## src/rtl/meter_display_driver_pkg.sv

```systemverilog
// Shared constants for the meter display: conversion widths, converter FSM states
// and active-low 7-segment glyphs ({g,f,e,d,c,b,a}).
package meter_display_driver_pkg;

  localparam int CONV_W     = 14;
  localparam int BCD_W      = 16;
  localparam int NUM_DIGITS = 4;

  localparam logic [6:0] SEG_BLANK = 7'h7F;

  typedef enum logic [1:0] {
    ST_IDLE  = 2'd0,
    ST_SHIFT = 2'd1,
    ST_LOAD  = 2'd2
  } conv_state_e;

  function automatic logic [6:0] seg_encode(input logic [3:0] digit);
    logic [6:0] seg_v;
    case (digit)
      4'd0:    seg_v = 7'h40;
      4'd1:    seg_v = 7'h79;
      4'd2:    seg_v = 7'h24;
      4'd3:    seg_v = 7'h30;
      4'd4:    seg_v = 7'h19;
      4'd5:    seg_v = 7'h12;
      4'd6:    seg_v = 7'h02;
      4'd7:    seg_v = 7'h78;
      4'd8:    seg_v = 7'h00;
      4'd9:    seg_v = 7'h10;
      default: seg_v = SEG_BLANK;
    endcase
    return seg_v;
  endfunction

endpackage

```

## src/rtl/meter_display_driver_bin2bcd_seq.sv

```systemverilog
// Iterative double-dabble converter: one bit per cycle, digits held until the next LOAD.
module bin2bcd_seq
  import meter_display_driver_pkg::*;
(
  input  logic              clk,
  input  logic              rst,
  input  logic              start,
  input  logic [CONV_W-1:0] bin,
  output logic              busy,
  output logic              done,
  output logic [BCD_W-1:0]  bcd
);

  conv_state_e             state_q;
  logic [BCD_W+CONV_W-1:0] sr_q;
  logic [3:0]              bit_cnt_q;
  logic [BCD_W-1:0]        bcd_q;
  logic                    done_q;
  logic [BCD_W-1:0]        adj_d;

  // Nibbles of 5 or more get +3 so the following shift carries into the next decade.
  for (genvar gi = 0; gi < NUM_DIGITS; gi++) begin : g_adj
    assign adj_d[gi*4 +: 4] = (sr_q[CONV_W + gi*4 +: 4] >= 4'd5)
                            ? sr_q[CONV_W + gi*4 +: 4] + 4'd3
                            : sr_q[CONV_W + gi*4 +: 4];
  end

  always_ff @(posedge clk) begin
    if (rst) begin
      state_q   <= ST_IDLE;
      sr_q      <= '0;
      bit_cnt_q <= '0;
      bcd_q     <= '0;
      done_q    <= 1'b0;
    end else begin
      done_q <= 1'b0;
      case (state_q)
        ST_IDLE: begin
          if (start) begin
            sr_q      <= {{BCD_W{1'b0}}, bin};
            bit_cnt_q <= '0;
            state_q   <= ST_SHIFT;
          end
        end
        ST_SHIFT: begin
          sr_q      <= {adj_d, sr_q[CONV_W-1:0]} << 1;
          bit_cnt_q <= bit_cnt_q + 4'd1;
          if (bit_cnt_q == 4'(CONV_W - 1)) begin
            state_q <= ST_LOAD;
          end
        end
        ST_LOAD: begin
          bcd_q   <= sr_q[BCD_W+CONV_W-1:CONV_W];
          done_q  <= 1'b1;
          state_q <= ST_IDLE;
        end
        default: state_q <= ST_IDLE;
      endcase
    end
  end

  assign busy = (state_q != ST_IDLE);
  assign done = done_q;
  assign bcd  = bcd_q;

endmodule

```

## src/rtl/meter_display_driver.sv

```systemverilog
// Multiplexed 4-digit display of the meter's seconds count, with leading-zero blanking
// and low-time / expired blink cues driven from the synchronised 1 Hz tick.
module meter_display_driver
  import meter_display_driver_pkg::*;
#(
  parameter int SCAN_DIV   = 2500,
  parameter int LOW_THRESH = 200,
  parameter int MAX_SHOWN  = 9999
) (
  input  logic              clk,
  input  logic              rst,
  input  logic              clk1HZ,
  input  logic [CONV_W-1:0] timeRemain,
  output logic [3:0]        an,
  output logic [6:0]        seg,
  output logic              convDone
);

  localparam int CNT_W = (SCAN_DIV > 1) ? $clog2(SCAN_DIV) : 1;

  logic [CONV_W-1:0] clamp_val;
  logic [CONV_W-1:0] shown_q;
  logic              valid_q;
  logic              valid_now;
  logic              conv_start;
  logic              conv_busy;
  logic              conv_done;
  logic [BCD_W-1:0]  bcd;
  logic              sync0_q;
  logic              s1_q;
  logic              blink_q;
  logic [CNT_W-1:0]  scan_cnt_q;
  logic [1:0]        digit_idx_q;
  logic [3:0]        lead_blank;
  logic [3:0]        cur_digit;
  logic              cur_blank;
  logic              blink_blank;
  logic [3:0]        an_q;
  logic [6:0]        seg_q;

  assign clamp_val = (timeRemain > CONV_W'(MAX_SHOWN)) ? CONV_W'(MAX_SHOWN) : timeRemain;

  // The LOAD result counts as valid in the done cycle itself so IDLE does not restart.
  assign valid_now  = valid_q | conv_done;
  assign conv_start = !conv_busy && (!valid_now || (clamp_val != shown_q));

  bin2bcd_seq u_conv (
    .clk   (clk),
    .rst   (rst),
    .start (conv_start),
    .bin   (clamp_val),
    .busy  (conv_busy),
    .done  (conv_done),
    .bcd   (bcd)
  );

  for (genvar gi = 0; gi < NUM_DIGITS; gi++) begin : g_lead
    if (gi == 0) begin : g_units
      assign lead_blank[gi] = 1'b0;
    end else begin : g_upper
      assign lead_blank[gi] = (bcd[BCD_W-1:gi*4] == '0);
    end
  end

  assign cur_digit   = bcd[{digit_idx_q, 2'b00} +: 4];
  assign cur_blank   = lead_blank[digit_idx_q];
  assign blink_blank = (shown_q == '0) ? !s1_q
                                       : ((shown_q < CONV_W'(LOW_THRESH)) && blink_q);

  always_ff @(posedge clk) begin
    if (rst) begin
      sync0_q     <= 1'b0;
      s1_q        <= 1'b0;
      blink_q     <= 1'b0;
      shown_q     <= '0;
      valid_q     <= 1'b0;
      scan_cnt_q  <= '0;
      digit_idx_q <= '0;
      an_q        <= 4'b1111;
      seg_q       <= SEG_BLANK;
    end else begin
      sync0_q <= clk1HZ;
      s1_q    <= sync0_q;
      if (sync0_q && !s1_q) begin
        blink_q <= !blink_q;
      end
      if (conv_start) begin
        shown_q <= clamp_val;
      end
      if (conv_done) begin
        valid_q <= 1'b1;
      end
      if (scan_cnt_q == CNT_W'(SCAN_DIV - 1)) begin
        scan_cnt_q  <= '0;
        digit_idx_q <= digit_idx_q + 2'd1;
      end else begin
        scan_cnt_q <= scan_cnt_q + CNT_W'(1);
      end
      an_q  <= valid_now ? ~(4'b0001 << digit_idx_q) : 4'b1111;
      seg_q <= (!valid_now || cur_blank || blink_blank) ? SEG_BLANK : seg_encode(cur_digit);
    end
  end

  assign an       = an_q;
  assign seg      = seg_q;
  assign convDone = conv_done;

endmodule

```

## config.mk

```make
export PLATFORM = sky130hd
export DESIGN_NAME = meter_display_driver
export DESIGN_NICKNAME = d
export VERILOG_FILES = /design/src/rtl/meter_display_driver_pkg.sv /design/src/rtl/meter_display_driver_bin2bcd_seq.sv /design/src/rtl/meter_display_driver.sv
export SDC_FILE = /design/constraint.sdc
export NUM_CORES = 1
export LEC_CHECK = 0
export ABC_AREA = 0
export BUFFER_PORTS_ARGS = -buffer_cell sky130_fd_sc_hd__buf_4
export CAP_MARGIN = 20
export CORE_ASPECT_RATIO = 1.2
export CORE_MARGIN = 1.5
export CORE_UTILIZATION = 35
export CTS_CLUSTER_SIZE = 40
export DETAILED_ROUTE_END_ITERATION = 6
export PLACE_DENSITY = 0.6
export SLEW_MARGIN = 20
export SYNTH_ARGS = -nofsm -noshare
export SYNTH_HDL_FRONTEND = slang
export SYNTH_SLANG_ARGS = --single-unit
```

## constraint.sdc

```tcl
create_clock -name clk -period 3.5 [get_ports clk]
set_input_delay 0.875 -clock clk [delete_from_list [all_inputs] [get_ports clk]]
set_output_delay 0.875 -clock clk [all_outputs]
set_load 0.03 [all_outputs]
```

======== After elaboration in Yosys (flattened, before gate mapping) ========
Memories as Yosys holds them, arrays and structs flattened. A register that Yosys moved wholly into a read port is not among the register bits.
Cells that the tools add are included.
word-level totals
  input bits .............................. 17
  memories ................................ 1
  latch bits .............................. 0
  logic and storage cells ................. 78
  bits in read-only memories .............. 112
  memory bits (writable) .................. 0
  register bits after elaboration ......... 89
  output and inout bits ................... 12
operators by class
  equal/unequal tests ..................... 7
  add/sub/neg operators ................... 7
  $mul .................................... 0
  div/mod/pow operators ................... 0
  mux-type cells .......................... 16
  bitwise operators ....................... 3
  shifts and indexed selects .............. 2
  $lt $le $gt $ge ......................... 7
  reduce and logical (&&, ||, !) cells .... 22
memories
  memory            words  width  rd ports  clocked after Yosys merged registers in  write ports  RTL line                        text
  (name not given)  16     7      1         1                                        0            meter_display_driver_pkg.sv:19  case (digit)
operator list
  operator               number
  $pmux 30 s2            1
  $mux 30                1
  $ge 4x3->1 const B     4
  $mux 4                 4
  $shiftx 16x5->4        1
  $gt 14x14->1 const B   1
  $logic_not 14->1       1
  $lt 14x8->1 const B    1
  $mux 14                1
  $ne 14x14->1           1
  $add 12x1->12 const B  1
  $add 4x2->4 const B    3
  $eq 12x12->1 const B   1
  $logic_not 12->1       1
  $logic_not 8->1        1
  $pmux 4 s2             1
  $reduce_or 2->1        3
  $add 4x1->4 const B    1
  $eq 4x4->1 const B     1
  $logic_not 1->1        4
  $logic_not 4->1        1
  $mux 2                 2
  $not 4->4              1
  $pmux 2 s2             1
  other kinds (18)       26

======== Longest topological paths before layout ========
Gate-level depths: netlist of the first run.
  depth in word-level cells ............... 7
  gate-level depth with buffers ........... 9
  depth with buffers taken out ............ 8

======== Cells and area by module ========
Synthesis of the first run repeated with hierarchy kept, for this count alone.
second synthesis, totals
  cell total of the unflattened synthesis .. 623
  area, all modules ....................... 5182.5 µm²
by module, submodules not included
  module                area an instance (µm²)  times used  cells each  seq. area each (µm²)
  meter_display_driver  2732.6                  1           317         860.8
  bin2bcd_seq           2449.8                  1           306         1061.0

======== Least setup slack after synthesis of the first run ========
Ideal clock, no wire load.
  path type ............................... input port to flip-flop
  start ................................... input port timeRemain[13]
  end ..................................... register u_conv.sr_q[3]
  library setup time ...................... 0.119 ns
  path buffers ............................ 1
  slack ................................... 0.503 ns
  arrival ................................. 2.878 ns
  cell stages on the path ................. 8
  data required time ...................... 3.381 ns
  path through ............................ buf_2 o21ai_2 nand3_2 xnor2_1 or4_4 nor3_2 mux2_2 o221a_2
between the ends
  cells in the longest elaborated chain, start to end .. 7
  elaborated cells on any way between the ends .. 9
  those cells by class .................... order compare: 1; eq/ne: 2; mux: 3; reduce/logical: 3
RTL lines
  element                     RTL line                                text
  from (decl)                 meter_display_driver.sv:13              input logic [CONV_W-1:0] timeRemain,
  $gt 14x14->1                meter_display_driver.sv:41              assign clamp_val = (timeRemain > CONV_W'(MAX_SHOWN)) ? CONV_W'(MAX_SHOWN) : timeRemain;
  $mux 14 (*)                 meter_display_driver.sv:41
  $ne 14x14->1                meter_display_driver.sv:45              assign conv_start = !conv_busy && (!valid_now || (clamp_val != shown_q));
  $logic_or 1x1->1            meter_display_driver.sv:45
  $logic_and 1x1->1           meter_display_driver.sv:45
  $ne 2x2->1 (no line)        n/a
  $reduce_and 2->1 (no line)  n/a
  to (signal assigned)        meter_display_driver_bin2bcd_seq.sv:40  sr_q <= {{BCD_W{1'b0}}, bin};
  to (signal assigned)        meter_display_driver_bin2bcd_seq.sv:46  sr_q <= {adj_d, sr_q[CONV_W-1:0]} << 1;
  to (decl)                   meter_display_driver_bin2bcd_seq.sv:15  logic [BCD_W+CONV_W-1:0] sr_q;
Mark *: on every way between the ends. The rest lies on a longest branch, timed or not. The select of a mux whose other input is x is not followed.
A chain may end at the register's enable or synchronous reset.

======== Worst setup path in the final report of the first run ========
  start ................................... input port timeRemain[12]
  end ..................................... register u_conv.sr_q[3]
The elaborated chain is that of the path after synthesis.

==> impl_metrics.toml, run 1 <==
[floorplan]
rows = 46
fp.dieArea_mm2 = 0.0142
initial_utilization_pct = 35.7
die_w_um = 109
ioPinCount = 29
die_height_um = 130
core-area_mm2 = 0.0132

[clocking]
cts_hold_buf = 0
cts.path.max_buffers = 2
clk_latency_ns = 0.34
htreeDepth = 3
path_clk_slew_ns = 0.07
clock_sinks = 96
post_cts_resized = 0
postCtsSetupBuffers = 0
numCtsBuffers = 9
cts_root_buffer = "clkbuf_16"
cts_tree = "done"

[global_route]
overflow = 0
grt_use_total_pct = 15.4
antenna_found_initial = 0
grt_pass1_vias = 3638
grt_pass1_wl_mm = 17.5
grt_max_degree = 41

[timing]
finalCritPeriodShare_pct = 86.4
post-route-min-period_ns = 3.02
slew_headroom_pct = 58.9
worst_pin_slew_ns = 0.610
fin_worst_skew_ns = 0.00851
hold_viol = 0
setup_viol = 0
hold-worst-slack_ns = 0.459
fmax_mhz = 331
slew_viol_final = 0
setup-tns-final_ns = 0
rsz0062_at_grt = "false"

[outcome]
outcome = "finished, final reports clean"

[synthesis]
yosys.area.top_type = "dfxtp_1"
syn_area_mm2 = 0.00473
yosysWarnings = 0
ys_dominant_reg_cell = "dfxtp_1"
synth-seq-cells = 96
synth.distinct_cells = 55
synth_commonest_cells = "96 x dfxtp_1, 71 x nand2_1, 50 x a21oi_1, 50 x nor2_1, 35 x nand3_1"
syn_nets = 604
yosysSeqAreaShare_pct = 40.6
synth_top_cell_area_share_pct = 40.6
avgSynthCellArea_um2 = 8.35
synth_area_leaders = "dfxtp_1 41%, nand2_1 5.6%, a21oi_1 5.3%"
syn_inst = 567
yosysMostFrequentCell = "dfxtp_1"
synthArstFlopShare_pct = 0
synth_edf_count = 0

[placement]
hpwl_mm = 7.29
gp_congestion = 0.925
port-buffer-count = 28

[critical_path]
crit_slowest_cell = "or4_4"
worstSetupStartpointType = "input pin"
worstPathCellList = "buf_4 -> o21ai_2 -> nand3_2 -> xnor2_1 -> or4_4 -> nor3_2 -> mux2_2 -> o221a_2"
cp-end-kind = "flip-flop"
cp_max_fo = 8
slowest_delay_ns = 0.57
cp.required_ns = 3.73
worstPathArrival_ns = 3.26
critical_path_class = "in2reg"

[routing]
drt.antenna.violating_nets = 0
finalWirelength_mm = 10.3
drt-initial-drc-count = 236
vias_per_cell = 5.26
first_pass_iters = 4
drcViolationCount = 0
vias = 3979
wl_per_cell_um = 13.5

[power_and_ir_drop]
peakVddDrop_v = 0.000257
pwr_density_cell_mw_per_mm2 = 441
p_leak_nw = 1.95

[cells_and_area]
fin_nets = 621
antenna_cells = 0
drive_gt1_share_pct = 12.2
nFillCells = 1329
area_growth_pct = 14.1

[hold_path]
hp-class = "reg2reg"

[job]
cap_viol_max_count = 0
[state kept, by name (all words and copies together), names as in the netlist]
register	cells
sync0_q	1
an	4
blink_q	1
digit_idx_q	2
u_conv.state_q	2
u_conv.bcd	16
scan_cnt_q	12
seg	7
u_conv.bit_cnt_q	4
u_conv.done	1
s1_q	1
u_conv.sr_q	30
valid_q	1
shown_q	14
[kinds of logic (layout without fill, tap and decap cells)]
kind of cell,count (synthesis),count (layout),synth area share [%]
fa+ha+maj,20,20,5.29
mux,17,17,4.68
flops,96,96,40.6
simple gates,235,235,24.4
xor+xnor,23,23,4.26
compound gates,122,122,16.0
buf+inv,54,76,4.73
[per-stage QoR]
| step | std cells | util [%] | worst slack [ns] | total power (W) | instance area [um2] |
|---|---|---|---|---|---|
| 2_1_floorplan | 567 | - | 0.503 | 0.00133 | 4730 |
| 4_1_cts | 757 | 40.8 | 0.510 | 0.00240 | 5400 |
| 5_1_grt | 757 | 40.8 | 0.344 | 0.00249 | 5400 |
| 6_report | 757 | 40.8 | 0.475 | 0.00238 | 5400 |
| 3_5_place_dp | 741 | 38.4 | 0.172 | 0.00140 | 5090 |
| 3_3_place_gp | 741 | 38.4 | 0.244 | 0.00140 | 5090 |
[area by class of cell]
cell class                 count  area (um2)  area share (%)
clock inverter                 6        68.8            1.27
multi-input combinational    417        2590            48.0
tap                          168         210            3.89
sequential                    96        1920            35.6
clock buffer                  10         239            4.43
inverter                      25        93.8            1.74
timing repair buffer          35         275            5.10
[critical path: cells and delay by family]
family	cells	cell delay [ns]
and+or+nand+nor	3	1.14
AOI/OAI and AO/OA	2	0.55
muxes	1	0.39
xor gates and xnor gates	1	0.17
buffers and inverters	1	0.13
[report_power, final]
group	internal (W)	total [W]	switching (W)
clock	0.000576	0.000998	0.000423
sequential	0.00113	0.00116	0.0000338
combinational	0.0000897	0.000219	0.000129
[worst paths after layout]
path / slack (ns) / start / cells after the start / endpoint
max: 0.48 / timeRemain[12] / 8 / u_conv.sr_q[3]
min: 0.46 / scan_cnt_q[0] / 1 / scan_cnt_q[0]
max reg2reg: 0.93 / shown_q[10] / 7 / u_conv.sr_q[3]
min reg2reg: 0.46 / scan_cnt_q[0] / 1 / scan_cnt_q[0]
[per-layer routing]
metal  vias up  global-route usage [%]  wire [um]
met1      1888                    19.8       4800
met3         9                    1.93        287
met5         -                       0          0
met4         0                    7.51        125
li1       2020                       -          -
met2        62                    25.4       5040
[cells in the final DEF, fill, tap and decap left out, types with 2 or more instances in the layout]
cell        n
o21ai_2     2
clkbuf_16   9
and2_1      3
buf_4      34
nand3_1    35
nand4_1     3
nor4_1      6
nor2b_1    14
nand2_1    71
o22ai_1     3
ha_1       20
inv_1      25
o221a_2     5
nor3_1     19
dfxtp_1    96
mux4_2      4
and3b_1     2
mux2i_1    12
a21oi_1    50
o21a_1      2
nand2b_1   11
a211oi_1    8
nor4b_1     2
or3_1       4
o211ai_1    3
o31a_1      2
o31ai_1     2
nor2_1     50
a31oi_1    12
and3_1      5
xnor2_1    12
clkinv_4    3
xor2_1     11
o21ai_0    24
Note: power is estimated with default switching activity, not from simulation.
==> run 2, diff against run 1 <==
--- a/config.mk
+++ b/config.mk
@@ -13,7 +13,7 @@
 export CORE_UTILIZATION = 35
 export CTS_CLUSTER_SIZE = 40
 export DETAILED_ROUTE_END_ITERATION = 6
-export PLACE_DENSITY = 0.6
+export PLACE_DENSITY = 0.59
 export SLEW_MARGIN = 20
 export SYNTH_ARGS = -nofsm -noshare
 export SYNTH_HDL_FRONTEND = slang
==> impl_metrics.toml, run 2 (synthesis results as in run 1) <==
[routing]
vias = 3937
wl_per_cell_um = 13.7
vias_per_cell = 5.21
drt-initial-drc-count = 192
drcViolationCount = 0
drt.antenna.violating_nets = 0
first_pass_iters = 6
finalWirelength_mm = 10.3

[hold_path]
worstHoldStart = "u_conv.sr_q[13]"
worstHoldPathCells = 2
hp-class = "reg2reg"
whs_endpoint = "u_conv.sr_q[14]"

[job]
cap_viol_max_count = 0

[clocking]
path_clk_slew_ns = 0.07
clock_sinks = 96
cts.path.max_buffers = 2
numCtsBuffers = 9
clk_latency_ns = 0.35
cts_root_buffer = "clkbuf_16"
cts_tree = "done"
postCtsSetupBuffers = 0
htreeDepth = 3
cts_hold_buf = 0
post_cts_resized = 0

[critical_path]
reg2reg_from = "shown_q[10]"
setup.reg_to_reg.worst_slack_ns = 0.97
cp.required_ns = 3.73
reg2regPathDepth = 7
r2r-end = "u_conv.sr_q[3]"
cp_max_fo = 8
critical_path_class = "in2reg"
worstSetupStartpointType = "input pin"
cp-end-kind = "flip-flop"
worstPathArrival_ns = 3.22

[outcome]
outcome = "finished, final reports clean"

[timing]
finalCritPeriodShare_pct = 85.2
fin_worst_skew_ns = 0.00984
setup_viol = 0
post-route-min-period_ns = 2.98
fmax_mhz = 335
worst_pin_slew_ns = 0.650
slew_headroom_pct = 56.3
hold_viol = 0
slew_viol_final = 0
rsz0062_at_grt = "false"
setup-tns-final_ns = 0

[cells_and_area]
final_common_cell = "dfxtp_1"
design_area_mm2 = 0.00542
area_growth_pct = 14.5
nFillCells = 1340
multi_input_area_mm2 = 0.00259
regMostFlops = "u_conv.sr_q"
most-common-layout-cells = "96 x dfxtp_1, 71 x nand2_1, 50 x a21oi_1, 50 x nor2_1, 35 x nand3_1"
seqCellArea_mm2 = 0.00192
fin_nets = 620
largest_reg_flops = 30
drive_gt1_share_pct = 11.7
antenna_cells = 0

[placement]
placed_area_mm2 = 0.00508
port-buffer-count = 28
gp_congestion = 0.932
hpwl_mm = 7.37

[global_route]
grt_pass1_wl_mm = 17.6
overflow = 0
grt_use_total_pct = 15.6
grt_max_degree = 46
grt_pass1_vias = 3636
antenna_found_initial = 0

[floorplan]
initial_utilization_pct = 35.7
ioPinCount = 29
die_height_um = 130
die_w_um = 109
core-area_mm2 = 0.0132
rows = 46
fp.dieArea_mm2 = 0.0142

[power_and_ir_drop]
pwr_density_cell_mw_per_mm2 = 461
peakVddDrop_v = 0.000324
p_leak_nw = 1.96
[run 2: where the power goes]
group	total (W)	switching (W)	internal, W
registers	0.00116	0.0000340	0.00113
clock network	0.00111	0.000414	0.000700
logic	0.000218	0.000130	0.0000885
[run 2: area by class of cell]
class | count | area share (%)
multi-input cells | 417 | 47.8
flip-flops and latches | 96 | 35.5
repair buffers | 34 | 4.94
clock buffers | 11 | 4.29
well taps | 168 | 3.88
clock inverters | 5 | 1.92
inverters | 25 | 1.73
[run 2: per-layer routing]
metal  global-route usage (%)  part of all wire, %  up-vias
met4                     7.66                  2.6        0
met2                     26.2                   48       58
met5                        0                    0        -
li1                         -                    -     2009
met1                     19.4                   47     1849
met3                     2.53                  2.5       21
[run 2: metrics by stage]
step	utilization (%)	instances	total power [W]	hold slack, ns	setup WS [ns]
after floorplan	-	567	0.00133	0.425	0.503
after global placement	38.4	740	0.00140	0.436	0.251
after detailed placement	38.4	740	0.00140	0.445	0.175
after CTS	40.9	756	0.00252	0.455	0.531
after global routing	40.9	756	0.00260	0.478	0.324
final	40.9	756	0.00250	0.454	0.519
[run 2: worst max-delay path by stage]
stage | to | from
final | u_conv.sr_q[3] | timeRemain[12]
after CTS | u_conv.sr_q[3] | timeRemain[12]
after global placement | u_conv.sr_q[3] | timeRemain[12]
after floorplan | u_conv.sr_q[3] | timeRemain[13]
after global routing | u_conv.sr_q[3] | timeRemain[7]
after detailed placement | u_conv.sr_q[3] | timeRemain[12]
[run 2: critical path: stages]
cell and delay, ns:
buf_4 0.13, o21ai_2 0.30, nand3_2 0.15, xnor2_1 0.16
or4_4 0.57, nor3_2 0.40, mux2_2 0.38, o221a_2 0.24
